## config.mk

```make
export PLATFORM = sky130hd
export DESIGN_NAME = float_result_fifo
export DESIGN_NICKNAME = d
export VERILOG_FILES = /design/src/rtl/float_pkg.sv /design/src/rtl/float_classify.sv /design/src/rtl/float_result_fifo.sv
export SDC_FILE = /design/constraint.sdc
export NUM_CORES = 1
export LEC_CHECK = 0
export CAP_MARGIN = 40
export CORE_UTILIZATION = 39
export DETAILED_ROUTE_END_ITERATION = 16
export REMOVE_ABC_BUFFERS = 1
export SYNTH_ARGS = -nofsm -noshare
export SYNTH_HDL_FRONTEND = slang
export SYNTH_SLANG_ARGS = --single-unit
```

## constraint.sdc

```tcl
create_clock -name clk -period 2.3 [get_ports clk]
set_clock_uncertainty 0.05 [all_clocks]
set_input_delay 0.345 -clock clk [delete_from_list [all_inputs] [get_ports clk]]
set_output_delay 0.345 -clock clk [all_outputs]
set_load 0.1 [all_outputs]
```

## src/rtl/float_pkg.sv

```systemverilog
// Shared constants and types for the float adder result path.
// Class codes, adder status codes, field widths and the FIFO entry bundle.
package float_pkg;

  localparam int unsigned FLT_W  = 32;
  localparam int unsigned EXP_W  = 8;
  localparam int unsigned MANT_W = 23;
  localparam int unsigned CLS_W  = 3;
  localparam int unsigned OVF_W  = 2;

  localparam logic [EXP_W-1:0] EXP_ZERO = 8'd0;
  localparam logic [EXP_W-1:0] EXP_MAX  = 8'd255;

  typedef enum logic [CLS_W-1:0] {
    CLS_ZERO      = 3'd0,
    CLS_SUBNORMAL = 3'd1,
    CLS_NORMAL    = 3'd2,
    CLS_INF       = 3'd3,
    CLS_NAN       = 3'd4
  } cls_e;

  typedef enum logic [OVF_W-1:0] {
    OVF_NONE    = 2'b00,
    OVF_OVER    = 2'b01,
    OVF_UNDER   = 2'b10,
    OVF_SPECIAL = 2'b11
  } ovf_e;

  typedef struct packed {
    logic [FLT_W-1:0] z;
    logic [OVF_W-1:0] ovf;
    logic [CLS_W-1:0] cls;
  } entry_t;

  function automatic logic [EXP_W-1:0] f_exp(
    input logic [FLT_W-1:0] v
  );
    return v[FLT_W-2 -: EXP_W];
  endfunction

  function automatic logic [MANT_W-1:0] f_mant(
    input logic [FLT_W-1:0] v
  );
    return v[MANT_W-1:0];
  endfunction

endpackage

```

## src/rtl/float_classify.sv

```systemverilog
// Combinational IEEE-754 single classifier, sign ignored.
// Ports: z (32-bit value) -> cls (3-bit class code).
module float_classify
  import float_pkg::*;
(
  input  logic [FLT_W-1:0] z,
  output logic [CLS_W-1:0] cls
);

  logic [EXP_W-1:0]  e;
  logic [MANT_W-1:0] m;
  logic              e_zero;
  logic              e_max;
  logic              m_zero;

  assign e      = f_exp(z);
  assign m      = f_mant(z);
  assign e_zero = (e == EXP_ZERO);
  assign e_max  = (e == EXP_MAX);
  assign m_zero = (m == '0);

  always_comb begin
    cls = CLS_NORMAL;
    unique case (1'b1)
      e_zero &&  m_zero: cls = CLS_ZERO;
      e_zero && !m_zero: cls = CLS_SUBNORMAL;
      e_max  &&  m_zero: cls = CLS_INF;
      e_max  && !m_zero: cls = CLS_NAN;
      default:           cls = CLS_NORMAL;
    endcase
  end

endmodule

```

## src/rtl/float_result_fifo.sv

```systemverilog
// Result stage: classifies adder sums into a FWFT FIFO, keeps sticky flags.
// Ports: in_valid/in_z/in_ovf in; out_* valid/ready head; count/full/sticky/drop status.
module float_result_fifo
  import float_pkg::*;
#(
  parameter int unsigned DEPTH = 4,
  parameter int unsigned CNT_W = 8
) (
  input  logic                         clk,
  input  logic                         rst_n,
  input  logic                         in_valid,
  input  logic [FLT_W-1:0]             in_z,
  input  logic [OVF_W-1:0]             in_ovf,
  output logic                         out_valid,
  input  logic                         out_ready,
  output logic [FLT_W-1:0]             out_z,
  output logic [OVF_W-1:0]             out_ovf,
  output logic [CLS_W-1:0]             out_class,
  output logic [$clog2(DEPTH+1)-1:0]   count,
  output logic                         full,
  output logic [2:0]                   sticky_flags,
  input  logic                         sticky_clr,
  output logic [CNT_W-1:0]             drop_cnt
);

  localparam int unsigned PW = (DEPTH > 1) ? $clog2(DEPTH) : 1;
  localparam int unsigned CW = $clog2(DEPTH+1);

  entry_t          mem [DEPTH];
  logic [PW-1:0]   wr_ptr;
  logic [PW-1:0]   rd_ptr;
  logic [CLS_W-1:0] in_cls;
  entry_t          head;
  entry_t          wr_ent;
  logic            pop;
  logic            push;
  logic            drop;
  logic [2:0]      sticky_set;
  logic [2:0]      sticky_nxt;

  float_classify u_cls (
    .z   (in_z),
    .cls (in_cls)
  );

  assign full      = (count == CW'(DEPTH));
  assign out_valid = (count != '0);
  assign pop       = out_valid & out_ready;
  assign push      = in_valid & (~full | pop);
  assign drop      = in_valid & full & ~pop;

  assign wr_ent.z   = in_z;
  assign wr_ent.ovf = in_ovf;
  assign wr_ent.cls = in_cls;

  // Head fields are forced to zero when empty so stale slots never leak.
  assign head      = mem[rd_ptr];
  assign out_z     = out_valid ? head.z   : '0;
  assign out_ovf   = out_valid ? head.ovf : '0;
  assign out_class = out_valid ? head.cls : '0;

  always_ff @(posedge clk) begin
    if (push) begin
      mem[wr_ptr] <= wr_ent;
    end
  end

  always_ff @(posedge clk or negedge rst_n) begin
    if (!rst_n) begin
      wr_ptr <= '0;
      rd_ptr <= '0;
      count  <= '0;
    end else begin
      if (push) begin
        wr_ptr <= wr_ptr + PW'(1);
      end
      if (pop) begin
        rd_ptr <= rd_ptr + PW'(1);
      end
      if (push && !pop) begin
        count <= count + CW'(1);
      end else if (pop && !push) begin
        count <= count - CW'(1);
      end
    end
  end

  // Flags track every strobe, including dropped ones.
  always_comb begin
    sticky_set = '0;
    if (in_valid) begin
      unique case (in_ovf)
        OVF_OVER:    sticky_set = 3'b001;
        OVF_UNDER:   sticky_set = 3'b010;
        OVF_SPECIAL: sticky_set = 3'b100;
        default:     sticky_set = 3'b000;
      endcase
    end
  end

  // Clear first, then OR in this cycle's set so a set wins over clear.
  assign sticky_nxt = (sticky_clr ? 3'b000 : sticky_flags) | sticky_set;

  always_ff @(posedge clk or negedge rst_n) begin
    if (!rst_n) begin
      sticky_flags <= '0;
    end else begin
      sticky_flags <= sticky_nxt;
    end
  end

  always_ff @(posedge clk or negedge rst_n) begin
    if (!rst_n) begin
      drop_cnt <= '0;
    end else if (drop && (drop_cnt != '1)) begin
      drop_cnt <= drop_cnt + CNT_W'(1);
    end
  end

endmodule

```

==> impl_summary.txt, run 1 <==
----------------------------------------------------
[Outcome]
  Result of the run ... complete, but fails checks
  Violated checks ... negative setup slack

[Floorplanning]
  # rows ... 47
  Floorplan die area ... 17,500 sq um
  Top Ports ... 92
  Width of the die ... approximately 130 um
  Height of the die ... around 130 um
  Initial core utilization ... around two fifths
  Area of the core ... approximately 17,000 sq um

[STA]
  Sum of negative setup slack ... -1.94 ns
  Shortest clock period the worst path allows after layout ... 2.39 ns
  Post-layout worst setup margin ... -0.0901 ns
  Final Hold Slack ... between 0.2 and 0.25 ns
  Setup violators final ... 37
  Rel. slew slack ... between 60 and 70%
  Highest attainable clock frequency ... 418 MHz
  Number of endpoints with negative hold slack in the final report ... 0
  Period Utilization, post-route ... 104%
  Final count of pins violating max slew ... 0
  Pin slew with the least headroom to its limit ... 0.461 ns
  RSZ-0062 raised after global routing ... yes

[Placement]
  Port Buffer Count ... 91
  GP Congestion ... between 0.7 and 0.8
  DP Wirelength ... 8070 um
  Placed Cells incl. Taps ... 659

[Global routing]
  GRT Resource Usage Total ... between 10% and 20%
  Global-route track usage on met1 ... between 20% and 30%
  GR Layer Usage met3 ... around 5.5%
  Vias in the first global route ... about 3,800
  Maximum number of pins on one net before global-route repair ... 40
  GR Util met2 ... between 20% and 30%
  Most congested layer reported by global routing ... met2
  Congestion Overflow GR ... 0
  Global-route wire length before repair ... approximately 21,000 um
  Antenna violations before repair ... 1

[Finish]
  Fill cell count ... between 1,000 and 1,500
  Layout overhead on the synthesized area ... 38.7%
  Core Util, Final ... 55.4%
  Most frequent cells in the layout ... sky130_fd_sc_hd__edfxtp_1 (148), sky130_fd_sc_hd__buf_12 (46), sky130_fd_sc_hd__clkdlybuf4s50_1 (38)
  Fraction of final layout cells sized beyond drive strength 1 ... 42.6%
  Final Net Count ... 512
  Ant diodes ... 0
  Count of placed standard cells in the final layout, fillers left out ... about 700
  Commonest non-fill, non-tap cell in the layout ... sky130_fd_sc_hd__edfxtp_1

[Logic synthesis]
  Largest area contributor in the netlist ... sky130_fd_sc_hd__edfxtp_1
  Area share of the largest cell type after synthesis ... between 60% and 70%
  Number of flip-flops and latches in the synthesized netlist ... between 150 and 200
  Synthesized instance count ... around 340
  Total standard cell area after synthesis ... around 6600 sq um
  Synth cell types ... 33
  Top cells by area, synth ... sky130_fd_sc_hd__edfxtp_1 (67%), sky130_fd_sc_hd__mux4_2 (13%), sky130_fd_sc_hd__dfrtp_1 (6.8%)
  Share of synthesized area occupied by flip-flops and latches ... 73.9%
  Synthesized area divided by synthesized cell count ... approximately 20 sq um
  Yosys warnings ... 0

[Setup path]
  Critical Path Fanout Max ... 8
  Critical Path Start ... rd_ptr[0]
  Critical path endpoint category ... output pin
  Arrival time of the worst setup path ... 2.00 ns
  Category of the critical setup timing path ... flip-flop to output pin
  Critical Path Start Type ... flip-flop
  CP required ... ~1.9 ns
  Reg-to-reg startpoint ... count[0]

[Route]
  Average detailed-routed wire length per instance ... 18.9 um
  DRC violation count after routing ... 0
  Average via count per standard cell ... between 5 and 6
  Number of nets with antenna violations after routing ... 0
  Via Count ... 3,506
  Total Wirelength ... about 13,000 um
  1st-iter DRT viols ... around 220
  First-pass DRT Iterations ... 4

[Clock tree]
  Clock latency reported for the late side of the worst-skew pair ... ~0.42 ns
  Number of buffers created by CTS ... 17
  Clk sink count ... between 150 and 200
  Deepest level of the CTS H-tree ... 4
  Hold-fix buffers at CTS ... 0
  Clock tree from TritonCTS ... done
  Clock buffer depth ... 2
  Clock slew seen by the registers of the worst setup and hold paths ... roughly 0.060 ns
  Root buf cell ... sky130_fd_sc_hd__clkbuf_16

[Hold path]
  Class of the worst hold path ... primary input to async pin

[Run]
  Max-Cap Viols ... 0

----------------------------------------------------
-- metal layers --
| layer | part of all wire, % | wire, um | vias up |
|---|---|---|---|
| li1 | - | - | 1597 |
| met1 | 42 | 5620 | 1798 |
| met2 | 51 | 6760 | 95 |
| met3 | 5.2 | 689 | 14 |
| met4 | 1.0 | 136 | 2 |
| met5 | 0.098 | 13 | - |
-- synth_stat cells --
cell type / n
sky130_fd_sc_hd__nor4_1: 7
sky130_fd_sc_hd__buf_2: 4
sky130_fd_sc_hd__buf_6: 2
sky130_fd_sc_hd__inv_1: 6
sky130_fd_sc_hd__mux2i_1: 1
sky130_fd_sc_hd__o211a_4: 1
sky130_fd_sc_hd__xnor2_1: 8
sky130_fd_sc_hd__o21ai_0: 3
sky130_fd_sc_hd__nor3b_1: 1
sky130_fd_sc_hd__o21a_1: 1
sky130_fd_sc_hd__nand4_1: 6
sky130_fd_sc_hd__buf_4: 2
sky130_fd_sc_hd__edfxtp_1: 148
sky130_fd_sc_hd__dfrtp_1: 18
sky130_fd_sc_hd__nand3b_1: 1
sky130_fd_sc_hd__xor2_1: 3
sky130_fd_sc_hd__ha_1: 6
sky130_fd_sc_hd__nand2_1: 9
sky130_fd_sc_hd__fa_1: 1
sky130_fd_sc_hd__o22ai_1: 1
sky130_fd_sc_hd__nor3_1: 2
sky130_fd_sc_hd__clkbuf_1: 5
sky130_fd_sc_hd__and3_1: 3
sky130_fd_sc_hd__and2_1: 41
sky130_fd_sc_hd__and2b_1: 1
sky130_fd_sc_hd__nor2_1: 3
sky130_fd_sc_hd__nand3_1: 5
sky130_fd_sc_hd__or2_2: 1
sky130_fd_sc_hd__mux4_2: 37
sky130_fd_sc_hd__or3_1: 1
sky130_fd_sc_hd__nor4b_4: 1
sky130_fd_sc_hd__mux2_2: 4
sky130_fd_sc_hd__nand2b_1: 2
-- final timing paths --
path	endpoint	slack (ns)	depth (start not counted)
max	out_z[27]	-0.09	5
min	drop_cnt[3]	0.21	2
max reg2reg	count[2]	0.23	8
min reg2reg	drop_cnt[4]	0.49	1
max in group asynchronous	rd_ptr[1]	1.76	2
min in group clk	drop_cnt[4]	0.49	1
-- kinds of logic (layout without fill, tap and decap cells) --
logic type | Yosys count | after routing | share of synthesized area, %
flops | 166 | 166 | 73.9
simple gates | 84 | 84 | 7.66
mux | 42 | 42 | 13.4
buf+inv | 19 | 163 | 1.49
xor+xnor | 11 | 11 | 1.45
fa+ha+maj | 7 | 7 | 1.43
compound gates | 6 | 6 | 0.699
-- state kept, by name (all words and copies together), names as in the netlist --
signal and flops:
mem 148, drop_cnt 8, count 3, sticky_flags 3, wr_ptr 2, rd_ptr 2
-- area by class of cell --
type / instances / area [sq um] / area share (%)
sequential: 166 / 4900 / 53.3
inverter: 6 / 22.5 / 0.245
multi-input combinational: 150 / 1730 / 18.8
timing repair buffer: 125 / 1710 / 18.6
tap: 220 / 275 / 2.99
clock buffer: 17 / 425 / 4.63
clock inverter: 15 / 129 / 1.40
-- critical path, cell delays in order (launching register included) --
cell and delay [ns]:
sky130_fd_sc_hd__dfrtp_2 0.41, sky130_fd_sc_hd__buf_12 0.15, sky130_fd_sc_hd__buf_16 0.14, sky130_fd_sc_hd__mux4_2 0.52, sky130_fd_sc_hd__and2_4 0.18, sky130_fd_sc_hd__buf_12 0.16
-- timing repair --
| item | CTS | global route |
|---|---|---|
| cloned | 4 | 0 |
| buffers inserted | 4 | 0 |
| resized for setup | 46 | 1 |
| setup endpoints to repair | 37 | 37 |
-- through the flow --
step / worst slack (ns) / instance area [sq um]
floorplan: -1.36 / 6550
global placement: -0.0640 / 8360
detailed placement: -0.102 / 8360
CTS: -0.126 / 9190
global route: -0.164 / 9190
finish: -0.0901 / 9190
Power of run 1 is left out: the tool's default activity adds up to more than one toggle a clock period on the data nets, which glitch-free logic cannot reach.
==> run 2, diff against run 1 <==
--- a/config.mk
+++ b/config.mk
@@ -11,4 +11,5 @@
 export REMOVE_ABC_BUFFERS = 1
 export SYNTH_ARGS = -nofsm -noshare
 export SYNTH_HDL_FRONTEND = slang
+export SYNTH_HIERARCHICAL = 1
 export SYNTH_SLANG_ARGS = --single-unit
==> impl_summary.txt, run 2 <==
----------------------------------------------------
[Logic synthesis]
  Area share of the largest cell type after synthesis ... roughly 67%
  Count of flip-flops with a built-in enable after synthesis ... ~150
  Synth cell types ... 34
  Synthesized area divided by synthesized cell count ... between 15 and 20 sq um
  Most common library cells after synthesis ... sky130_fd_sc_hd__edfxtp_1 (148), sky130_fd_sc_hd__and2_1 (42), sky130_fd_sc_hd__mux4_2 (37), sky130_fd_sc_hd__dfrtp_1 (18), sky130_fd_sc_hd__nand2_1 (9)
  Dominant synthesized flop cell ... sky130_fd_sc_hd__edfxtp_1
  Largest area contributor in the netlist ... sky130_fd_sc_hd__edfxtp_1
  Fraction of registers with async set or reset after synthesis ... 10.8%
  Most used standard cell by instance count after synthesis ... sky130_fd_sc_hd__edfxtp_1
  Share of synthesized area occupied by flip-flops and latches ... roughly three quarters
  Top cells by area, synth ... sky130_fd_sc_hd__edfxtp_1 (67%), sky130_fd_sc_hd__mux4_2 (13%), sky130_fd_sc_hd__dfrtp_1 (6.8%)
  Yosys warnings ... 6
  Number of flip-flops and latches in the synthesized netlist ... between 150 and 200
  Total standard cell area after synthesis ... about 6600 sq um
  Synthesized instance count ... between 300 and 400

[Finish]
  Area of combinational cells with multiple inputs ... 1730 sq um
  Area occupied by registers ... around 4900 sq um
  Number of flip-flops under the largest register name ... between 100 and 150
  Ant diodes ... 0
  Fill cell count ... around 1,300
  Final Net Count ... ~500
  Fin area ... approximately 9200 sq um
  Most frequent cells in the layout ... sky130_fd_sc_hd__edfxtp_1 (148), sky130_fd_sc_hd__buf_12 (45), sky130_fd_sc_hd__clkdlybuf4s50_1 (38)
  Top flop regs ... mem x148, drop_cnt x8
  Fraction of final layout cells sized beyond drive strength 1 ... between 40% and 50%
  Layout overhead on the synthesized area ... 38.6%
  Commonest non-fill, non-tap cell in the layout ... sky130_fd_sc_hd__edfxtp_1
  Most flops, register ... mem

[Placement]
  Port Buffer Count ... slightly above 90
  DP Wirelength ... slightly above 8000 um
  GP Congestion ... ~0.71
  Post-place setup slack ... -0.0586 ns
  Post-placement cell area ... approximately 8300 sq um

[Route]
  Average via count per standard cell ... 4.94
  Via Count ... ~3,400
  DRC violation count after routing ... 0
  Top Metal Used ... met4
  Met3 routed WL ... ~450 um
  Average detailed-routed wire length per instance ... approximately 19 um
  Met1 layer wirelength in the final routing ... a little under 6000 um
  Number of nets with antenna violations after routing ... 0
  Met2 Wirelength ... 6540 um
  First-pass DRT Iterations ... 4
  1st-iter DRT viols ... between 200 and 250
  Total Wirelength ... approximately 13,000 um

[Setup path]
  Critical Path Start Type ... flip-flop
  Critical path endpoint category ... output pin
  Category of the critical setup timing path ... flip-flop to output pin
  Arrival time of the worst setup path ... between 1.5 and 2 ns
  CP required ... about 1.9 ns
  Critical Path Fanout Max ... 8

[Floorplanning]
  Floorplan die area ... around 18,000 sq um
  Width of the die ... around 130 um
  # rows ... between 40 and 50
  Height of the die ... 132 um
  Top Ports ... 92
  Initial core utilization ... between 30 and 40%
  Area of the core ... roughly 17,000 sq um

[Global routing]
  Congestion Overflow GR ... 0
  Maximum number of pins on one net before global-route repair ... 40
  Antenna violations before repair ... 0
  Vias in the first global route ... 3,823
  GRT Resource Usage Total ... 16.2%
  Global-route wire length before repair ... 20,900 um

[STA]
  Sum of negative setup slack ... -0.492 ns
  RSZ-0062 raised after global routing ... yes
  Final count of pins violating max slew ... 0
  Highest attainable clock frequency ... between 400 and 500 MHz
  Period Utilization, post-route ... 102%
  Pin slew with the least headroom to its limit ... between 0.3 and 0.4 ns
  Setup violators final ... 32
  Final Hold Slack ... about 0.20 ns
  Rel. slew slack ... around three quarters
  Post-layout worst setup margin ... -0.0494 ns
  Shortest clock period the worst path allows after layout ... roughly 2.3 ns
  Number of endpoints with negative hold slack in the final report ... 0

[Run]
  Max-Cap Viols ... 0

[Outcome]
  Result of the run ... complete, but fails checks
  Violated checks ... negative setup slack

[Hold path]
  Class of the worst hold path ... primary input to async pin

[Clock tree]
  Deepest level of the CTS H-tree ... 4
  Clock buffer depth ... 2
  Clk sink count ... between 150 and 200
  Root buf cell ... sky130_fd_sc_hd__clkbuf_16
  Clock latency reported for the late side of the worst-skew pair ... ~0.42 ns
  Clock slew seen by the registers of the worst setup and hold paths ... approximately 0.060 ns
  Number of buffers created by CTS ... 17
  Clock tree from TritonCTS ... done

----------------------------------------------------
==> run 2: final timing paths <==
check / from / end / slack (ns) / depth (start not counted)
min reg2reg: drop_cnt[5] / drop_cnt[5] / 0.45 / 1
min in group clk: drop_cnt[5] / drop_cnt[5] / 0.45 / 1
max reg2reg: count[2] / count[2] / 0.11 / 8
min: rst_n / drop_cnt[2] / 0.20 / 2
max: rd_ptr[0] / out_z[3] / -0.05 / 5
max in group asynchronous: rst_n / rd_ptr[0] / 1.78 / 2
==> run 2: final cells by class <==
cell class	instances	area share (%)
clock inverters	13	2.45
multi-input cells	151	18.8
repair buffers	121	17.4
clock buffers	19	4.72
well taps	220	3.00
flip-flops and latches	166	53.3
inverters	7	0.286
==> run 2: cell families after synthesis <==
group | share of synthesized area (%)
multiplexers | 13.4
XOR/XNOR | 1.45
buffers and inverters | 1.45
AND/OR/NAND/NOR | 7.63
AO/OA/AOI/OAI | 0.718
adder cells (fa/ha/maj) | 1.44
flip-flops | 73.9
==> run 2: routing by layer <==
layer,vias up,global-route usage [%]
met5,-,0
met4,0,6.32
met3,17,3.54
met2,72,26.5
met1,1774,21.2
li1,1581,-
==> run 2: worst max-delay path, cell delays in order, from the launching register on <==
cell and delay, ns:
sky130_fd_sc_hd__dfrtp_2 0.37, sky130_fd_sc_hd__buf_8 0.14, sky130_fd_sc_hd__buf_12 0.15, sky130_fd_sc_hd__mux4_2 0.52, sky130_fd_sc_hd__and2_4 0.18, sky130_fd_sc_hd__buf_12 0.16
==> run 2: per-stage QoR <==
stage	utilization, %	std cells
4_1_cts	55.3	698
5_1_grt	55.4	697
2_1_floorplan	-	324
6_report	55.4	697
3_5_place_dp	50.2	660
3_3_place_gp	50.2	660
==> run 2: repair_timing <==
action	4_1_cts	5_1_grt
buffers inserted	4	0
setup endpoints to repair	37	37
gates cloned	2	0
gates resized for setup	37	11
hold buffers	0	0
Power of run 2 is left out for the same reason.
==> run 3, diff against run 2 <==
--- a/config.mk
+++ b/config.mk
@@ -8,8 +8,10 @@
 export CAP_MARGIN = 40
 export CORE_UTILIZATION = 39
 export DETAILED_ROUTE_END_ITERATION = 16
+export PLACE_DENSITY = 0.72
 export REMOVE_ABC_BUFFERS = 1
 export SYNTH_ARGS = -nofsm -noshare
 export SYNTH_HDL_FRONTEND = slang
 export SYNTH_HIERARCHICAL = 1
 export SYNTH_SLANG_ARGS = --single-unit
+export TNS_END_PERCENT = 50
==> impl_summary.txt, run 3 (synthesis gave the netlist of run 2 again) <==
----------------------------------------------------
[Setup path]
  Critical path cell sequence ... buf_12 -> buf_16 -> mux4_2 -> and2_4 -> buf_12
  Dominant cell type by count on the critical path ... sky130_fd_sc_hd__buf_12
  Buffers and inverters on the worst path ... 3
  CP required ... about 1.9 ns
  Reg2Reg Depth ... 8
  Critical Path Start ... rd_ptr[0]
  Arrival time of the worst setup path ... around 2.0 ns
  Largest stage delay, worst path ... a little over 0.5 ns
  Reg-to-reg startpoint ... count[1]
  Category of the critical setup timing path ... flip-flop to output pin
  Critical path endpoint category ... output pin
  Critical Path Fanout Max ... 8
  Worst reg2reg path endpoint ... count[2]
  Standard cell with the maximum stage delay on the critical path ... sky130_fd_sc_hd__mux4_2
  Critical Path Start Type ... flip-flop
  Register-to-register setup slack ... approximately 0.15 ns
  Worst path top cell family by delay ... multiplexers

[Route]
  Average detailed-routed wire length per instance ... ~19 um
  DRC violation count after routing ... 0
  Via Count ... 3,493
  1st-iter DRT viols ... between 200 and 250
  Number of nets with antenna violations after routing ... 0
  First-pass DRT Iterations ... 5
  Total Wirelength ... between 10,000 and 15,000 um
  Average via count per standard cell ... slightly above 5

[Finish]
  Final Net Count ... approximately 500
  Most frequent cells in the layout ... sky130_fd_sc_hd__edfxtp_1 (148), sky130_fd_sc_hd__buf_12 (48), sky130_fd_sc_hd__clkdlybuf4s50_1 (38)
  Ant diodes ... 0
  Number of flip-flops under the largest register name ... around 150
  Commonest non-fill, non-tap cell in the layout ... sky130_fd_sc_hd__edfxtp_1
  Most flops, register ... mem
  Fill cell count ... around 1,300
  Top flop regs ... mem x148, drop_cnt x8
  Layout overhead on the synthesized area ... 37.6%
  Fraction of final layout cells sized beyond drive strength 1 ... 41.7%

[STA]
  Final Hold Slack ... 0.195 ns
  Post-layout worst setup margin ... -0.124 ns
  Sum of negative setup slack ... -3.28 ns
  Number of endpoints with negative hold slack in the final report ... 0
  Rel. slew slack ... 71.1%
  Period Utilization, post-route ... 105%
  Highest attainable clock frequency ... roughly 410 MHz
  Pin slew with the least headroom to its limit ... 0.429 ns
  RSZ-0062 raised after global routing ... yes
  Final count of pins violating max slew ... 0
  Setup violators final ... 37
  Shortest clock period the worst path allows after layout ... 2.42 ns

[Global routing]
  Vias in the first global route ... between 3,000 and 4,000
  Antenna violations before repair ... 1
  Congestion Overflow GR ... 0
  GRT Resource Usage Total ... approximately 16%
  Maximum number of pins on one net before global-route repair ... 40
  Global-route wire length before repair ... approximately 21,000 um

[Floorplanning]
  Height of the die ... between 100 and 150 um
  Floorplan die area ... 17,500 sq um
  Area of the core ... between 15,000 and 20,000 sq um
  Top Ports ... approximately 90
  # rows ... 47
  Width of the die ... between 100 and 150 um
  Initial core utilization ... 39.9%

[Clock tree]
  Number of buffers created by CTS ... 17
  Clk sink count ... between 150 and 200
  Deepest level of the CTS H-tree ... 4
  Clock latency reported for the late side of the worst-skew pair ... 0.43 ns
  Clock slew seen by the registers of the worst setup and hold paths ... approximately 0.06 ns
  Clock tree from TritonCTS ... done
  Clock buffer depth ... 2
  Root buf cell ... sky130_fd_sc_hd__clkbuf_16

[Placement]
  Port Buffer Count ... 91
  Post-place setup slack ... -0.0489 ns
  DP Wirelength ... between 8000 and 9000 um
  GP Congestion ... roughly 0.7

[Outcome]
  Violated checks ... negative setup slack
  Result of the run ... complete, but fails checks

[Hold path]
  Class of the worst hold path ... primary input to async pin

[Run]
  Max-Cap Viols ... 0

----------------------------------------------------
[run 3: changes by cell type in the layout (fill, tap and decap cells not counted), moves of 2 or more]
cell,change
sky130_fd_sc_hd__clkbuf_1,-2
sky130_fd_sc_hd__clkinv_4,+2
sky130_fd_sc_hd__inv_6,+2
sky130_fd_sc_hd__bufinv_16,-5
sky130_fd_sc_hd__buf_12,+3
sky130_fd_sc_hd__buf_6,+2
sky130_fd_sc_hd__buf_4,-12
sky130_fd_sc_hd__clkinvlp_4,+2
[run 3: worst register-to-register path, stage by stage (launching register included)]
cell and delay, ns:
sky130_fd_sc_hd__dfrtp_1 0.47, sky130_fd_sc_hd__or3_1 0.39, sky130_fd_sc_hd__nand2_1 0.13, sky130_fd_sc_hd__ha_1 0.19, sky130_fd_sc_hd__inv_1 0.06, sky130_fd_sc_hd__fa_1 0.37, sky130_fd_sc_hd__xor2_1 0.15, sky130_fd_sc_hd__nor2_1 0.11
sky130_fd_sc_hd__xor2_1 0.16
[run 3: stage by stage]
stage	instances	instance area (sq um)	utilization (%)
after floorplan	324	6550	-
final	690	9110	54.9
after global routing	690	9110	54.9
after global placement	654	8330	50.2
after detailed placement	654	8330	50.2
after CTS	691	9140	55.1
[run 3: what timing repair did]
item,4_1_cts,5_1_grt
setup buffers,3,0
hold buffers,0,0
hold endpoints to repair,0,0
endpoints found under the setup margin,37,37
resized for setup,44,0
gates cloned,3,0
[run 3: how the worst max path moves through the flow]
stage	end	depth (start not counted)
CTS	out_class[0]	5
finish	out_z[21]	5
global route	out_class[0]	5
detailed placement	count[1]	7
global placement	count[1]	7
floorplan	full	1
[run 3: routing by layer]
layer  wire length (um)  vias up  track usage [%]
li1                   -     1577                -
met1               5580     1805             20.3
met2               6810       93             26.8
met3                622       18             4.92
met4                219        0             6.77
met5                  0        -                0
[run 3: area by class of cell]
class	instances	area, sq um	share of cell area (%)
inverters	7	26.3	0.288
well taps	220	275	3.02
repair buffers	115	1610	17.7
clock inverters	14	144	1.58
clock buffers	17	425	4.67
flip-flops and latches	166	4900	53.7
multi-input cells	151	1730	19.0
Power of run 3 is left out for the same reason.
